## src/rtl/rf_pkg.sv

```systemverilog
// Shared types and constants for the reg_file write-port arbiter.
package rf_pkg;

  localparam int RF_ADDR_W    = 2;
  localparam int RF_DATA_W    = 8;
  localparam int RF_MAX_BURST = 4;
  localparam int RF_BEAT_W    = 2;

  typedef enum logic [1:0] {
    IDLE  = 2'd0,
    OWN_A = 2'd1,
    OWN_B = 2'd2
  } arb_state_e;

  // True on the final beat a locked owner may take before it must release.
  function automatic logic burst_done(input logic [RF_BEAT_W-1:0] beat);
    return (beat == RF_BEAT_W'(RF_MAX_BURST - 1));
  endfunction

endpackage

```

## src/rtl/rf_sat_cnt.sv

```systemverilog
// Saturating event counter used for per-requester transfer statistics.
module rf_sat_cnt #(
  parameter int W = 8
) (
  input  logic         clk,
  input  logic         areset_n,
  input  logic         inc,
  output logic [W-1:0] cnt
);

  logic [W-1:0] cnt_r;

  // Count up on each event, sticking at all-ones.
  always_ff @(posedge clk or negedge areset_n) begin
    if (!areset_n) begin
      cnt_r <= '0;
    end else if (inc && (cnt_r != '1)) begin
      cnt_r <= cnt_r + W'(1);
    end else begin
      cnt_r <= cnt_r;
    end
  end

  assign cnt = cnt_r;

endmodule

```

## src/rtl/rf_wr_arb.sv

```systemverilog
// Two-requester arbiter for the single reg_file write port, with locked bursts.
// Optional transfer counters cnt_a/cnt_b are built when RF_ARB_STATS_EN is defined.
module rf_wr_arb
  import rf_pkg::*;
(
  input  logic                 clk,
  input  logic                 areset_n,
  input  logic                 req_a,
  input  logic                 lock_a,
  input  logic [RF_ADDR_W-1:0] rd_a,
  input  logic [RF_DATA_W-1:0] wdata_a,
  output logic                 gnt_a,
  input  logic                 req_b,
  input  logic                 lock_b,
  input  logic [RF_ADDR_W-1:0] rd_b,
  input  logic [RF_DATA_W-1:0] wdata_b,
  output logic                 gnt_b,
  output logic                 wen,
  output logic [RF_ADDR_W-1:0] rd,
  output logic [RF_DATA_W-1:0] wdata,
  output logic                 busy
`ifdef RF_ARB_STATS_EN
  ,
  output logic [7:0]           cnt_a,
  output logic [7:0]           cnt_b
`endif
);

  arb_state_e           state_r, state_s;
  logic [RF_BEAT_W-1:0] beat_r, beat_s;
  logic                 ptr_b_r, ptr_b_s;
  logic                 seen_r, seen_s;
  logic                 armed_r;
  logic                 wen_r;
  logic [RF_ADDR_W-1:0] rd_r;
  logic [RF_DATA_W-1:0] wdata_r;
  logic                 xfer_a_s, xfer_b_s;
  logic                 tie_b_s;

  assign xfer_a_s = (state_r == OWN_A) && req_a;
  assign xfer_b_s = (state_r == OWN_B) && req_b;
  // ptr_b_r names the last requester to transfer; before any transfer A wins ties.
  assign tie_b_s  = seen_r && !ptr_b_r;

  // Next-state, burst beat count and round-robin pointer.
  always_comb begin
    state_s = state_r;
    beat_s  = beat_r;
    ptr_b_s = ptr_b_r;
    seen_s  = seen_r;
    case (state_r)
      IDLE: begin
        beat_s = '0;
        if (!armed_r) begin
          state_s = IDLE;
        end else if (req_a && req_b) begin
          state_s = tie_b_s ? OWN_B : OWN_A;
        end else if (req_a) begin
          state_s = OWN_A;
        end else if (req_b) begin
          state_s = OWN_B;
        end else begin
          state_s = IDLE;
        end
      end
      OWN_A: begin
        if (req_a) begin
          if (lock_a && !burst_done(beat_r)) begin
            beat_s = beat_r + 2'd1;
          end else if (req_b) begin
            state_s = OWN_B;
            beat_s  = '0;
          end else if (lock_a) begin
            beat_s = '0;
          end else begin
            beat_s = beat_r + 2'd1;
          end
        end else begin
          state_s = req_b ? OWN_B : IDLE;
          beat_s  = '0;
        end
      end
      OWN_B: begin
        if (req_b) begin
          if (lock_b && !burst_done(beat_r)) begin
            beat_s = beat_r + 2'd1;
          end else if (req_a) begin
            state_s = OWN_A;
            beat_s  = '0;
          end else if (lock_b) begin
            beat_s = '0;
          end else begin
            beat_s = beat_r + 2'd1;
          end
        end else begin
          state_s = req_a ? OWN_A : IDLE;
          beat_s  = '0;
        end
      end
      default: begin
        state_s = IDLE;
        beat_s  = '0;
      end
    endcase
    if (xfer_a_s) begin
      ptr_b_s = 1'b0;
      seen_s  = 1'b1;
    end else if (xfer_b_s) begin
      ptr_b_s = 1'b1;
      seen_s  = 1'b1;
    end else begin
      ptr_b_s = ptr_b_r;
      seen_s  = seen_r;
    end
  end

  // Arbiter state; armed_r holds off the first grant for one cycle after reset.
  always_ff @(posedge clk or negedge areset_n) begin
    if (!areset_n) begin
      state_r <= IDLE;
      beat_r  <= '0;
      ptr_b_r <= 1'b0;
      seen_r  <= 1'b0;
      armed_r <= 1'b0;
    end else begin
      state_r <= state_s;
      beat_r  <= beat_s;
      ptr_b_r <= ptr_b_s;
      seen_r  <= seen_s;
      armed_r <= 1'b1;
    end
  end

  // Write-port register: pulses wen for one cycle per transfer, holds rd/wdata.
  always_ff @(posedge clk or negedge areset_n) begin
    if (!areset_n) begin
      wen_r   <= 1'b0;
      rd_r    <= '0;
      wdata_r <= '0;
    end else if (xfer_a_s) begin
      wen_r   <= 1'b1;
      rd_r    <= rd_a;
      wdata_r <= wdata_a;
    end else if (xfer_b_s) begin
      wen_r   <= 1'b1;
      rd_r    <= rd_b;
      wdata_r <= wdata_b;
    end else begin
      wen_r   <= 1'b0;
      rd_r    <= rd_r;
      wdata_r <= wdata_r;
    end
  end

  assign gnt_a = (state_r == OWN_A);
  assign gnt_b = (state_r == OWN_B);
  assign busy  = (state_r != IDLE);
  assign wen   = wen_r;
  assign rd    = rd_r;
  assign wdata = wdata_r;

`ifdef RF_ARB_STATS_EN
  rf_sat_cnt #(.W(8)) u_cnt_a (
    .clk      (clk),
    .areset_n (areset_n),
    .inc      (xfer_a_s),
    .cnt      (cnt_a)
  );

  rf_sat_cnt #(.W(8)) u_cnt_b (
    .clk      (clk),
    .areset_n (areset_n),
    .inc      (xfer_b_s),
    .cnt      (cnt_b)
  );
`else
  // Statistics disabled: no counters and no cnt_a/cnt_b ports.
`endif

endmodule

```

## config.mk

```make
export PLATFORM = sky130hd
export DESIGN_NAME = rf_wr_arb
export DESIGN_NICKNAME = d
export VERILOG_FILES = /design/src/rtl/rf_pkg.sv /design/src/rtl/rf_sat_cnt.sv /design/src/rtl/rf_wr_arb.sv
export SDC_FILE = /design/constraint.sdc
export NUM_CORES = 1
export LEC_CHECK = 0
export CAP_MARGIN = 20
export CORE_MARGIN = 3
export CORE_UTILIZATION = 40
export CTS_CLUSTER_SIZE = 8
export DETAILED_ROUTE_END_ITERATION = 6
export PLACE_DENSITY = 0.77
export REMOVE_ABC_BUFFERS = 1
export SYNTH_ARGS = -nofsm -noshare
export SYNTH_HDL_FRONTEND = slang
export SYNTH_SLANG_ARGS = --single-unit
```

## constraint.sdc

```tcl
create_clock -name clk -period 1.6 [get_ports clk]
set_input_delay 0.32 -clock clk [delete_from_list [all_inputs] [get_ports clk]]
set_output_delay 0.32 -clock clk [all_outputs]
set_load 0.01 [all_outputs]
```

Yosys cells after proc, flatten, opt, wreduce, memory -nomap -nowiden
Index checks and enable logic that the tools add are counted.
- bits in registers: 18
- input port bits: 26
- output and inout port bits: 14
- logic and storage cells: 59
- $add $sub $neg: 1
- eq/ne operators: 7
- mux-type cells: 31
- reductions and logical operators: 12
- operators by type and width (kind ; number):
    2-to-1 mux 2 bit ; 21
    2-to-1 mux 8 bit ; 2
    inequality test 3 bit, second input constant ; 3
    logical AND 1 bit ; 6
    2-to-1 mux 1 bit ; 6
    case mux 2 bit (3 select lines) ; 1
    equality test 2 bit, second input constant ; 2
    case mux 2 bit (2 select lines) ; 1
    AND reduction 4 bit ; 1
    nonzero test 2 bit ; 2
    inequality test 3 x 2 -> 1 bit, second input constant ; 1
    adder 2 x 1 -> 2 bit, second input constant ; 1
    equality test 2 x 1 -> 1 bit, second input constant ; 1
    zero test 1 bit ; 2
    zero test 2 bit ; 1

Logic depth before layout (Yosys ltp)
- depth in word-level cells: 6
- mapped depth: 6
- gate-level depth less buffers: 6

Least setup slack after synthesis
No wires, ideal clock.
- path kind: flip-flop to flip-flop
- start: reg state_r[0]
- end: reg rd_r[0] (netlist: rd[0])
- setup time: 0.137 ns
- data arrival time: 1.253 ns
- required time: 1.463 ns
- path slack: 0.210 ns
- stages on the path, launching flop included: 7
- buffers on the path: 1
- period minus slack after synthesis: 1.390 ns
- path through: dfrtp_1 > inv_1 > ha_1 > nand2_1 > buf_6 > mux2i_1 > a21oi_1
- longest elaborated chain between the ends: 3
- elaborated cells on any way between the ends: 6
- classes of those cells: eq/ne: 2; mux: 1; reduce/logical: 3
- RTL lines (what ; RTL line ; text):
    start: declaration ; rf_wr_arb.sv:29 ; arb_state_e state_r, state_s;
    start signal: assignment ; rf_wr_arb.sv:126 ; state_r <= state_s;
    equality test 2 bit ; -- ;
    named net gnt_b ; rf_wr_arb.sv:17 ; output logic gnt_b,
    logical AND 1 bit ; rf_wr_arb.sv:41 ; assign xfer_b_s = (state_r == OWN_B) && req_b;
    nonzero test 2 bit (no source line) ; -- ;
    end signal: assignment ; rf_wr_arb.sv:142 ; rd_r <= rd_a;
    end signal: assignment ; rf_wr_arb.sv:146 ; rd_r <= rd_b;
    end signal: assignment ; rf_wr_arb.sv:150 ; rd_r <= rd_r;
    end: declaration ; rf_wr_arb.sv:35 ; logic [RF_ADDR_W-1:0] rd_r;
The timed path passes the listed nets, and every way through them passes these cells.
A chain may end at the register's enable or synchronous reset.

Worst setup path after layout
- start: reg state_r[0]
- end: out gnt_b
- longest elaborated chain between the ends: 1
- RTL lines (what ; RTL line ; text):
    equality test 2 bit ; rf_wr_arb.sv:156 ; assign gnt_b = (state_r == OWN_B);
    end: declaration ; rf_wr_arb.sv:17 ;
Every way passes these cells.

==> summary.md <==
| Metric | Value |
|---|---|
| Clock power share | `12.3%` |
| Clock Pin Slew Worst Setup and Hold Paths | `100 ps` |
| Die Span Y | `53.36 µm` |
| Clock root buffer | `clkbuf_4` |
| Vias/cell | `4.815` |
| CTS Hold Bufs | `0` |
| Core ar. | `0.002042 mm²` |
| First-pass GRT wire length | `3160 µm` |
| Share of layout cells above drive strength 1 | `16.30%` |
| Distinct cells, synth | `19` |
| CP max FO | `3` |
| Crit end category | `output port` |
| List of most frequent post-synthesis cells | `dfrtp_1 (18), a21oi_1 (16), mux2i_1 (12), nor2_1 (12)` |
| Wire per inst | `12.46 µm` |
| Max rail drop VDD | `0.001003 V` |
| Setup TNS | `0 ps` |
| GR Overflow Total | `0` |
| Max-cap violations | `0` |
| Clk_lat worst skew | `280 ps` |
| Worst hold slack | `352.4 ps` |
| CTS tree | `built` |
| Worst Reg2Reg Path Length in Cells | `7` |
| Seq cells post-synth | `18` |
| Share of power burned in combinational logic | `53.5%` |
| FF-to-FF setup slack | `110 ps` |
| Register area | `450.4 µm²` |
| Status | `complete, no violations` |
| Net Switching | `0.7355 mW` |
| Power Density | `1520 mW/mm²` |
| Power Internal | `1.435 mW` |
| Starting Density | `43.93%` |
| DR iter-0 viols | `4` |
| Sequential share of power | `34.2%` |
| Row cnt | `16` |
| Cell Area, Synth | `897.1 µm²` |
| Top post-synthesis cells by area | `dfrtp_1 (50%), mux2i_1 (13%), a21oi_1 (8.9%)` |
| Unrepaired setup endpoints after global routing | `no` |
| Die ar. | `0.002847 mm²` |
| Final hold vios | `0` |
| Area growth, synth to finish | `59.14%` |
| Final setup viols | `0` |
| Mean Syn Cell Area | `10.43 µm²` |
| Startpoint Class | `flip-flop` |
| Top-count cell post-synth | `dfrtp_1` |
| Multi-input logic area | `439.2 µm²` |
| Residual DRC count | `0` |
| Post-DRT Antenna Nets | `0` |
| Pleak | `0.7125 nW` |
| Post-route cell area | `0.001428 mm²` |
| Total clock sinks | `18` |
| Clk_skew | `2.790 ps` |
| Dominant synthesized flop cell | `dfrtp_1` |
| Dpl hpwl | `1579 µm` |
| Worst EP arrival | `1210 ps` |
| Cells after DPL | `155` |
| Tcrit/Tclk final | `95.85%` |
| Vias in the first global route | `816` |
| Final #Nets | `167` |
| IO Pins | `40` |
| Clk buf depth | `2` |
| F_max | `652.1 MHz` |
| Post-synth ARST share | `100.0%` |
| WL final | `2018 µm` |
| Area post-placement | `0.001348 mm²` |
| GRT Util Overall | `15.51%` |
| Worst Hold Class | `input pin to asynchronous set/reset pin` |
| Area leader, netlist | `dfrtp_1` |
| Worst r2r src | `state_r[0]` |
| Antenna fix cells | `0` |
| Port Buf Inserts | `39` |
| Fill cells | `177` |
| RR Endpoint | `state_r[1]` |
| Warning count from the yosys run | `0` |
| Slew Viols, Final | `0` |
| Num CTS Buffers | `3` |
| H-tree level count | `1` |
| RD Place Congestion | `0.7680` |
| Setup Crit Path Kind | `flip-flop to output port` |
| Chip Width | `53.36 µm` |
| Post-synthesis sequential area ratio | `50.21%` |
| Initial antenna violation count | `0` |
| TritonRoute pass-1 iters | `3` |
| Area share of the largest cell type after synthesis | `50.21%` |
| Largest net degree at the start of global routing | `21` |
| Cells after Synth | `86` |
| Crit path required time | `1280 ps` |
| EDFF count, synth | `0` |
| Vias after detailed routing | `780` |
| Net Sw Frac | `33.89%` |
| Crit path time final | `1534 ps` |
| Final Non-Filler Cells | `162` |
[registers in the layout, summed over array words and instances, names as in the netlist]
| register | flops |
|---|---|
| wdata | 8 |
| beat_r | 2 |
| rd | 2 |
| state_r | 2 |
| armed_r | 1 |
| ptr_b_r | 1 |
| seen_r | 1 |
| wen | 1 |
[worst max-delay path, cell delays in order, from the launching register on]
cell	delay (ps)
dfrtp_1	400
inv_2	100
ha_1	190
clkdlybuf4s15_1	240
[worst max-delay path by stage]
stage,start,end,slack [ps],cells after the start
finish,state_r[0],gnt_b,70,3
global route,state_r[0],gnt_b,5,3
CTS,state_r[1],busy,-20,4
detailed placement,req_b,wdata[2],-70,5
global placement,req_b,wdata[3],8,5
floorplan,state_r[0],state_r[0],-20,6
[power by group through the flow]
| stage | clock, mW | combinational (mW) | sequential (mW) |
|---|---|---|---|
| global placement | 0 | 1.06 | 0.745 |
| global route | 0.295 | 1.28 | 0.761 |
| detailed placement | 0 | 1.10 | 0.746 |
| floorplan | 0 | 0.452 | 0.799 |
| CTS | 0.277 | 1.11 | 0.737 |
| finish | 0.267 | 1.16 | 0.743 |
[cell usage in the layout, fill, tap and decap left out, types with 2 or more instances in the layout]
master,n
clkdlybuf4s50_1,36
dfrtp_1,18
a21oi_1,16
mux2i_1,12
nor2_1,11
buf_4,8
nand2_1,4
ha_1,4
nand2b_1,3
clkbuf_4,3
inv_2,2
mux2_2,2
clkdlybuf4s15_1,2
[final cells by class]
class                   count  area share (%)
repair buffers             48           31.99
flip-flops and latches     18           31.55
multi-input cells          62           30.76
clock buffers               4           2.542
well taps                  27           2.366
inverters                   3          0.7888
[layer usage]
| metal | wire length (µm) | up-vias | global-route usage (%) |
|---|---|---|---|
| met5 | 0 | - | 0 |
| met4 | 20 | 0 | 6.383 |
| met3 | 177 | 2 | 3.944 |
| met2 | 982 | 33 | 28.98 |
| met1 | 838 | 353 | 16.05 |
| li1 | - | 392 | - |
[cell families (layout without fill, tap and decap cells)]
family,Yosys count,after routing,share of synthesized area (%)
mux,14,14,15.90
other cells,1,1,0.4180
flops,18,18,50.21
fa+ha+maj,5,5,6.974
buf+inv,6,55,3.346
simple gates,23,23,11.44
compound gates,19,19,11.72
[stage by stage]
stage / setup WS [ps] / power, mW / util, %
finish: 66.45 / 2.170 / 69.91
global route: 5.392 / 2.335 / 69.91
CTS: -23.68 / 2.119 / 68.38
detailed placement: -68.89 / 1.841 / 65.99
global placement: 7.644 / 1.807 / 65.99
floorplan: -19.87 / 1.251 / -
[timing repair]
item                       4_1_cts  5_1_grt
setup buffers                    2        1
setup endpoints to repair        3       14
pin swaps                        0        1
hold endpoints to repair         0        0
resized for setup                4       11
Power figures use the tool's default switching activity.
